===== src/rtl/fetch_pkg.sv =====
// Shared types for the instruction-fetch controller: FSM states, buffer entry
// layout and the word-alignment helper.
package fetch_pkg;

  typedef enum logic [2:0] {
    IDLE,
    FETCH,
    HALT,
    END,
    ERR
  } fetch_state_e;

  localparam int INSTR_BYTES = 4;

  typedef struct packed {
    logic [31:0] pc;
    logic [31:0] instr;
  } fetch_entry_t;

  function automatic logic is_aligned(input logic [1:0] low_bits);
    return (low_bits == 2'b00);
  endfunction

endpackage


===== src/rtl/fetch_fifo.sv =====
// Small synchronous instruction buffer. The pointers carry one extra wrap bit,
// so full and empty can be told apart without a separate occupancy counter.
module fetch_fifo
  import fetch_pkg::*;
#(
  parameter int DEPTH = 2
) (
  input  logic         clk,
  input  logic         reset_n,
  input  logic         i_push,
  input  fetch_entry_t i_wdata,
  input  logic         i_pop,
  input  logic         i_flush,
  output fetch_entry_t o_head,
  output logic         o_full,
  output logic         o_empty
);

  localparam int AW = (DEPTH > 1) ? $clog2(DEPTH) : 1;
  localparam logic [AW:0] PTR_ONE = 1;

  logic [AW:0]  r_wr_ptr;
  logic [AW:0]  r_rd_ptr;
  fetch_entry_t r_mem [DEPTH];
  fetch_entry_t r_last;

  logic [AW-1:0] w_wr_idx;
  logic [AW-1:0] w_rd_idx;
  logic          w_do_push;
  logic          w_do_pop;

  assign w_wr_idx = r_wr_ptr[AW-1:0];
  assign w_rd_idx = r_rd_ptr[AW-1:0];

  assign o_empty = (r_wr_ptr == r_rd_ptr);
  assign o_full  = (r_wr_ptr[AW] != r_rd_ptr[AW]) && (w_wr_idx == w_rd_idx);

  assign w_do_pop  = i_pop && !o_empty;
  assign w_do_push = i_push && (!o_full || w_do_pop);

  // r_last keeps the most recent head so the outputs hold once the buffer drains
  always_ff @(posedge clk or negedge reset_n) begin
    if (!reset_n) begin
      r_wr_ptr <= '0;
      r_rd_ptr <= '0;
      r_last   <= '0;
      for (int i = 0; i < DEPTH; i++) begin
        r_mem[i] <= '0;
      end
    end else begin
      if (!o_empty) begin
        r_last <= r_mem[w_rd_idx];
      end
      if (i_flush) begin
        r_wr_ptr <= '0;
        r_rd_ptr <= '0;
      end else begin
        if (w_do_push) begin
          r_mem[w_wr_idx] <= i_wdata;
          r_wr_ptr        <= r_wr_ptr + PTR_ONE;
        end
        if (w_do_pop) begin
          r_rd_ptr <= r_rd_ptr + PTR_ONE;
        end
      end
    end
  end

  assign o_head = o_empty ? r_last : r_mem[w_rd_idx];

endmodule


===== src/rtl/instr_fetch_ctrl.sv =====
// Instruction-fetch controller: owns the PC, walks the combinational ROM and
// feeds {pc, instr} pairs to the decoder through a small valid/ready buffer.
module instr_fetch_ctrl
  import fetch_pkg::*;
#(
  parameter logic [31:0] RESET_PC   = 32'h0000_0000,
  parameter int          ROM_WORDS  = 62,
  parameter int          FIFO_DEPTH = 2
) (
  input  logic        clk,
  input  logic        reset_n,
  input  logic        run,
  input  logic        halt_req,
  input  logic        redirect_valid,
  input  logic [31:0] redirect_pc,
  output logic [31:0] imem_addr,
  input  logic [31:0] imem_data,
  output logic        instr_valid,
  input  logic        instr_ready,
  output logic [31:0] instr_data,
  output logic [31:0] instr_pc,
  output logic        done,
  output logic        misalign_err
);

  localparam logic [31:0] LAST_PC = 32'(ROM_WORDS * INSTR_BYTES - INSTR_BYTES);
  localparam logic [31:0] PC_STEP = 32'(INSTR_BYTES);

  fetch_state_e r_state;
  fetch_state_e w_next_state;
  logic [31:0]  r_pc;
  logic         r_done;
  logic         r_misalign;

  logic         w_redirect_ok;
  logic         w_redirect_bad;
  logic         w_past_end;
  logic         w_flush;
  logic         w_push;
  logic         w_pop;
  logic         w_load_reset;
  logic         w_set_done;
  logic         w_full;
  logic         w_empty;
  fetch_entry_t w_wdata;
  fetch_entry_t w_head;

  assign w_redirect_ok  = redirect_valid && (r_state != ERR) && is_aligned(redirect_pc[1:0]);
  assign w_redirect_bad = redirect_valid && (r_state != ERR) && !is_aligned(redirect_pc[1:0]);
  assign w_past_end     = (r_pc > LAST_PC);

  always_ff @(posedge clk or negedge reset_n) begin
    if (!reset_n) begin
      r_state <= IDLE;
    end else begin
      r_state <= w_next_state;
    end
  end

  // Redirects win over everything; ERR is left only through reset
  always_comb begin
    w_next_state = r_state;
    if (w_redirect_ok) begin
      w_next_state = FETCH;
    end else if (w_redirect_bad) begin
      w_next_state = ERR;
    end else begin
      case (r_state)
        IDLE:    if (run) w_next_state = FETCH;
        FETCH: begin
          if (halt_req) begin
            w_next_state = HALT;
          end else if (w_past_end) begin
            w_next_state = END;
          end
        end
        HALT:    if (run) w_next_state = FETCH;
        default: w_next_state = r_state;
      endcase
    end
  end

  always_comb begin
    w_flush      = w_redirect_ok || w_redirect_bad;
    w_pop        = instr_valid && instr_ready && !w_flush;
    w_load_reset = !w_flush && (r_state == IDLE) && run;
    w_push       = 1'b0;
    w_set_done   = 1'b0;
    if (!w_flush && (r_state == FETCH) && !halt_req) begin
      if (w_past_end) begin
        w_set_done = 1'b1;
      end else begin
        w_push = !w_full || w_pop;
      end
    end
  end

  // done can only be set while heading into END, so any aligned redirect clears it
  always_ff @(posedge clk or negedge reset_n) begin
    if (!reset_n) begin
      r_pc       <= RESET_PC;
      r_done     <= 1'b0;
      r_misalign <= 1'b0;
    end else begin
      if (w_redirect_ok) begin
        r_pc <= redirect_pc;
      end else if (w_load_reset) begin
        r_pc <= RESET_PC;
      end else if (w_push) begin
        r_pc <= r_pc + PC_STEP;
      end
      if (w_redirect_ok) begin
        r_done <= 1'b0;
      end else if (w_set_done) begin
        r_done <= 1'b1;
      end
      if (w_redirect_bad) begin
        r_misalign <= 1'b1;
      end
    end
  end

  assign w_wdata.pc    = r_pc;
  assign w_wdata.instr = imem_data;

  fetch_fifo #(
    .DEPTH (FIFO_DEPTH)
  ) u_fifo (
    .clk     (clk),
    .reset_n (reset_n),
    .i_push  (w_push),
    .i_wdata (w_wdata),
    .i_pop   (w_pop),
    .i_flush (w_flush),
    .o_head  (w_head),
    .o_full  (w_full),
    .o_empty (w_empty)
  );

  assign imem_addr    = r_pc;
  assign instr_valid  = !w_empty;
  assign instr_data   = w_head.instr;
  assign instr_pc     = w_head.pc;
  assign done         = r_done;
  assign misalign_err = r_misalign;

endmodule


===== config.mk =====
export PLATFORM = sky130hd
export DESIGN_NAME = instr_fetch_ctrl
export DESIGN_NICKNAME = d
export VERILOG_FILES = /design/src/rtl/fetch_pkg.sv /design/src/rtl/fetch_fifo.sv /design/src/rtl/instr_fetch_ctrl.sv
export SDC_FILE = /design/constraint.sdc
export NUM_CORES = 1
export LEC_CHECK = 0
export ABC_AREA = 0
export CAP_MARGIN = 10
export CORE_MARGIN = 2
export CORE_UTILIZATION = 48
export CTS_BUF_LIST = sky130_fd_sc_hd__clkbuf_16
export DETAILED_ROUTE_END_ITERATION = 7
export PLACE_DENSITY_LB_ADDON = 0.25
export SETUP_SLACK_MARGIN = 0.1
export SYNTH_ARGS = -nofsm -noshare
export SYNTH_HDL_FRONTEND = slang
export SYNTH_SLANG_ARGS = --single-unit

===== constraint.sdc =====
create_clock -name clk -period 4.45 [get_ports clk]
set_input_delay 0.89 -clock clk [delete_from_list [all_inputs] [get_ports clk]]
set_output_delay 0.89 -clock clk [all_outputs]
set_load 0.005 [all_outputs]

# Word level (Yosys, flattened, before mapping)
# Index checks and enable logic that the tools add are counted.
# word_totals
regBits	233
inputBits	70
output_inout_bits	99
# op_classes
n_addsub	3
n_lt_le_gt_ge	4
eq_ne	8
n_mux	26
bitwise_logic	3
reduce_logical	31
# op_table
operator	n
2-to-1 mux 64 bit	5
bitwise mux 128 bit	1
2-to-1 mux 32 bit	3
demux 64 bit (select 1 bit)	1
adder 32 x 3 -> 32 bit, second input constant	1
> comparator 32 x 8 -> 1 bit, second input constant	1
2-to-1 mux 3 bit	5
logical AND 1 bit	13
2-to-1 mux 2 bit	4
2-to-1 mux 1 bit	6
case mux 3 bit (2 select lines)	1
nonzero test 2 bit	3
logical NOT 1 bit	5
!= test 5 bit, second input constant	1
adder 2 x 1 -> 2 bit, second input constant	2
greater-or-equal comparator 2 bit, second input constant	2
!= test 4 x 1 -> 1 bit, second input constant	1
NOT 1 -> 2 bit	2
nonzero test 4 bit	1
== test 3 x 1 -> 1 bit, second input constant	1
== test 3 x 2 -> 1 bit, second input constant	1
logical NOT 3 bit	1
logical OR 1 bit	3
!= test 3 bit, second input constant	1
other kinds (10)	10

# Longest topological paths before layout
# Gate-level depths: netlist of run 1.
# depth
word_depth	12
depth_mapped	9
mapped_depth_nobuf	7

# Hierarchy
# From an unflattened synthesis of run 1, not the netlist that was laid out.
# hier_totals
cells_unflattened	692
hier_area_um2	9994.6
# modules_own_cells
module	n_inst	cells_each	area_each_um2	seq_area_each_um2
fetch_fifo	1	506	8161.6	4904.7
instr_fetch_ctrl	1	186	1833.0	925.9

# Worst setup path before layout of run 1
# OpenSTA, ideal clock, no wires.
# synth_timing
kind	input to register
startpoint	in redirect_valid
endpoint	reg u_fifo.r_mem[89] (netlist name)
arrival_ps	2663
t_required_ps	4323
path_slack_ps	1660
cell_stages	7
n_path_buf	2
cell_sequence	or3b_4 > nand4b_4 > or4_1 > buf_4 > nor2_8 > buf_6 > mux2_1
# synth_via
elab_chain_cells	10
word_cells_on_any_way	16
classes_between	2 x mux; 1 x bitwise; 13 x reduce/logical
# synth_rtl
item	line	text
start, declared	instr_fetch_ctrl.sv:14	input logic redirect_valid,
logical AND 1 bit (*)	instr_fetch_ctrl.sv:48, instr_fetch_ctrl.sv:49	
logical AND 1 bit, on equally long branches	instr_fetch_ctrl.sv:48, instr_fetch_ctrl.sv:49	
logical OR 1 bit (*)	instr_fetch_ctrl.sv:84	w_flush = w_redirect_ok || w_redirect_bad;
logical NOT 1 bit	instr_fetch_ctrl.sv:85, instr_fetch_ctrl.sv:89	
logical AND 1 bit	instr_fetch_ctrl.sv:85	w_pop = instr_valid && instr_ready && !w_flush;
logical OR 1 bit	instr_fetch_ctrl.sv:93	w_push = !w_full || w_pop;
2-to-1 mux 1 bit	instr_fetch_ctrl.sv:90	if (w_past_end) begin
2-to-1 mux 1 bit	instr_fetch_ctrl.sv:89	if (!w_flush && (r_state == FETCH) && !halt_req) begin
logical AND 1 bit	fetch_fifo.sv:39	assign w_do_push = i_push && (!o_full || w_do_pop);
AND reduction 2 bit (no line) (*)	--	
end signal, assigned by index	fetch_fifo.sv:59	r_mem[w_wr_idx] <= i_wdata;
end, declared	fetch_fifo.sv:24	fetch_entry_t r_mem [DEPTH];
# Every way passes the cells marked *; elsewhere a longest branch is shown, timed or not.
# A chain may end at the register's enable or synchronous reset.

# Worst setup path after layout of run 1
# layout_timing
startpoint	reg u_fifo.r_rd_ptr[0]
endpoint	out instr_pc[6]
# layout_via
elab_chain_cells	5
word_cells_on_any_way	6
classes_between	1 x eq/ne; 4 x mux; 1 x bitwise
# layout_rtl
item	line	text
start, declared	fetch_fifo.sv:23	logic [AW:0] r_rd_ptr;
start signal, assigned	fetch_fifo.sv:63	r_rd_ptr <= r_rd_ptr + PTR_ONE;
NOT 1 -> 2 bit (implied by the code)	fetch_fifo.sv:69	assign o_head = o_empty ? r_last : r_mem[w_rd_idx];
2-to-1 mux 64 bit (implied by the code) (3 in series)	fetch_fifo.sv:69	
2-to-1 mux 64 bit (*)	fetch_fifo.sv:69	
end, declared	instr_fetch_ctrl.sv:21	output logic [31:0] instr_pc,
# Every way passes the cells marked *; elsewhere a longest branch is shown, timed or not. The select of a mux whose other input is x is not followed.

==> run metrics, run 1 <==
CP required=3560 ps; fin crit share=0.8980; top_reg_cell synth=dfrtp_1; Register Area=just under 6000 µm²; DRT Wirelength=19.74 mm; Hold Vio Cnt, Final=0; largest net degree at the start of global routing=between 100 and 150; Syn. warnings=0; status=finished clean; Mapped Nets=818; RSZ-0062 raised after global routing=false; Area contributors post-synth=dfrtp_1 (61%), mux2i_1 (6.7%), mux2_2 (5.3%); critical path startpoint category=register; number of port buffers=around 170; reg2reg setup slack=roughly 1600 ps; TritonCTS Sinks=233; clk slew on worst S/H paths=60 ps; Resized cells post-CTS=0; Core Rows=51; vias per cell=5.181; Post-Route Setup TNS=0 ps; Seq/Total Area, Yosys=0.6089; commonest non-fill, non-tap cell in the layout=dfrtp_1; kind of critical path=register to output pin; Cell variety after synth=53; TritonRoute pass-1 iters=4; commonest non-fill, non-tap cells in the layout=dfrtp_1 (232), clkdlybuf4s50_1 (167), nor2_1 (84); final non-filler cell total=roughly 1200; clk_lat worst skew=520 ps; CTS Buf Count=25; vias in the first global route=6380; fin crit period=3996 ps; DIE HEIGHT=approximately 150 µm; Synth async-reset ratio=1.000; area occupied by multi-input gates=3502 µm²; RePlAce Congestion=roughly 0.75; Post-synth EDFFs=0; Clock power frac=0.343; Setup-failing EPs final=0; post-layout util=0.6298; vias=a little over 6000; Slew @ Worst Pin=approximately 900 ps; Synth Cell Area=9575 µm²; Synth Register Bits=233; first-pass GRT wire length=32.82 mm; delay-heaviest family, CP=buffers and inverters; gr ovfl total=0; Hold Worst Slack=440.2 ps; max_cap viols=0; Avg Cell Area, Syn=around 13 µm²; root buffer cell=clkbuf_16; die outline width=about 150 µm; dpl cell area=approximately 12000 µm²; hold buffers post-CTS=0; Leak=5.574 nW; total core area=between 15000 and 20000 µm²; n_diodes=0; CP max FO=66; initial drt markers=~330; DP Wirelength=about 12 mm; Mapped Cells=about 750; Crit-path slowest cell=dfrtp_4; placed insts=1148; min-delay worst type=input port to asynchronous set/reset pin; WL/cell=16.54 µm; highest attainable clock frequency=0.2502 GHz; Clock Skews=roughly 12 ps; Comb pwr share=0.202; Final ANT Viol Nets=0; Initial Util=0.4904; # DRC=0; GRT Total Usage=0.1873; clock tree buffer depth=3; post-synth top area share=0.6089; critical-path cell list=xnor2_1 > nand2_4 > buf_4 > nor2_1 > a21oi_1 > clkdlybuf4s50_1; Pwr per Cell Area=about 460 nW/µm²; highest cell delay on the worst timing path=640 ps; share of layout cells above drive strength 1=0.1422; Die Area=21090 µm²; Internal Power=0.004185 W; max-slew violation count=0; CTS tree=done; Final Cell Area=12300 µm²; Sequential Power Share=0.454; fillers=1551; sw frac=0.2594; maximum VDD drop=362.0 µV; leading area contributor after synthesis=dfrtp_1; Final nets=983; Worst Path Arrival=3110 ps; initial antenna violation count=0; Slew HR=0.4112; crit path buf inv count=2; P_sw=roughly 0.0015 W; Post-CTS Setup Bufs=0; Area growth, synth to finish=28.43%; H-tree depth=1; IO Pins=169; Setup crit end kind=output pin
==> cells in the mapped netlist, drive strengths merged, types with 2 or more instances <==
library cell	count
mux2	81
mux2i	64
buf	21
and2	28
nand2b	2
a22oi	2
nor2	85
o22a	2
xnor2	3
o21ai	5
inv	6
nor4b	2
xor2	2
a2bb2oi	4
nand4	3
a31oi	3
nor2b	27
ha	3
nand2	12
nor4	7
clkbuf	23
nor3	7
nand3	5
a21oi	76
dfrtp	233
a22o	19
or4	2
==> cell families after synthesis <==
group / count (synthesis) / synth area share
flops: 233 / 0.6089
simple gates: 187 / 0.1018
mux: 145 / 0.1739
compound gates: 122 / 0.07918
buf+inv: 50 / 0.02770
xor+xnor: 5 / 0.004574
fa+ha+maj: 3 / 0.003920
==> area by class of cell <==
type	count	share of cell area
Clock inverter	20	0.01139
Tap cell	265	0.02696
Timing Repair Buffer	182	0.1498
Clock buffer	25	0.05087
Inverter	6	0.001831
Multi-Input combinational cell	462	0.2848
Sequential cell	233	0.4744
==> state kept, by name, summed over array words and instances (netlist names) <==
name,flops
done,1
imem_addr,32
misalign_err,1
r_state,3
u_fifo.r_last,64
u_fifo.r_mem,128
u_fifo.r_rd_ptr,2
u_fifo.r_wr_ptr,2
==> final timing paths <==
kind / to / startpoint / depth (start not counted)
hold reg to reg: misalign_err$_DFFE_PN0P_ / misalign_err$_DFFE_PN0P_ / 1
hold / removal: u_fifo.r_last[25]$_DFF_PN0_ / reset_n / 1
setup / recovery: instr_pc[6] / u_fifo.r_rd_ptr[0]$_DFFE_PN0P_ / 6
min in group clk: misalign_err$_DFFE_PN0P_ / misalign_err$_DFFE_PN0P_ / 1
max in group asynchronous: u_fifo.r_last[45]$_DFF_PN0_ / reset_n / 2
setup reg to reg: u_fifo.r_mem[34]$_DFFE_PN0P_ / imem_addr[3]$_DFFE_PN0P_ / 9
==> per-stage QoR <==
stage,setup WS [ps],power (W)
2_1_floorplan,1660,0.003050
3_3_place_gp,890.4,0.003731
3_5_place_dp,868.5,0.003748
4_1_cts,405.9,0.005723
5_1_grt,260.6,0.005939
6_report,453.8,0.005651
==> power by group through the flow <==
stage | registers (W) | logic [W] | clock network [W]
3_3_place_gp | 0.00260 | 0.00114 | 0
5_1_grt | 0.00260 | 0.00125 | 0.00209
6_report | 0.00257 | 0.00114 | 0.00194
3_5_place_dp | 0.00260 | 0.00115 | 0
2_1_floorplan | 0.00255 | 0.000500 | 0
4_1_cts | 0.00257 | 0.00116 | 0.00200
==> per-layer routing <==
metal,wire [µm],vias to the layer above,track usage
li1,-,2939,-
met1,9505,3064,0.2710
met2,8812,150,0.2891
met3,1035,28,0.03868
met4,384,0,0.05147
met5,0,-,0
==> worst reg2reg max path, delay by kind of cell (launching register included) <==
| family | cells | cell delay [ps] |
|---|---|---|
| AND/OR/NAND/NOR | 4 | 1010 |
| buffers and inverters | 3 | 630 |
| flip-flops | 1 | 480 |
| multiplexers | 1 | 460 |
| adder cells (fa/ha/maj) | 1 | 190 |
Power figures use the tool's default switching activity.
==> run 2: changes to the inputs <==
- ABC_AREA: 0 -> default
- SLEW_MARGIN: default -> 25
==> results of run 2 <==
Same layout as run 1: the final DEF is identical, and so are final timing and power.
==> run 3: changes to the inputs <==
- CTS_CLUSTER_DIAMETER: default -> 150
==> results of run 3 <==
Same layout as run 1: the final DEF is identical, and so are final timing and power.
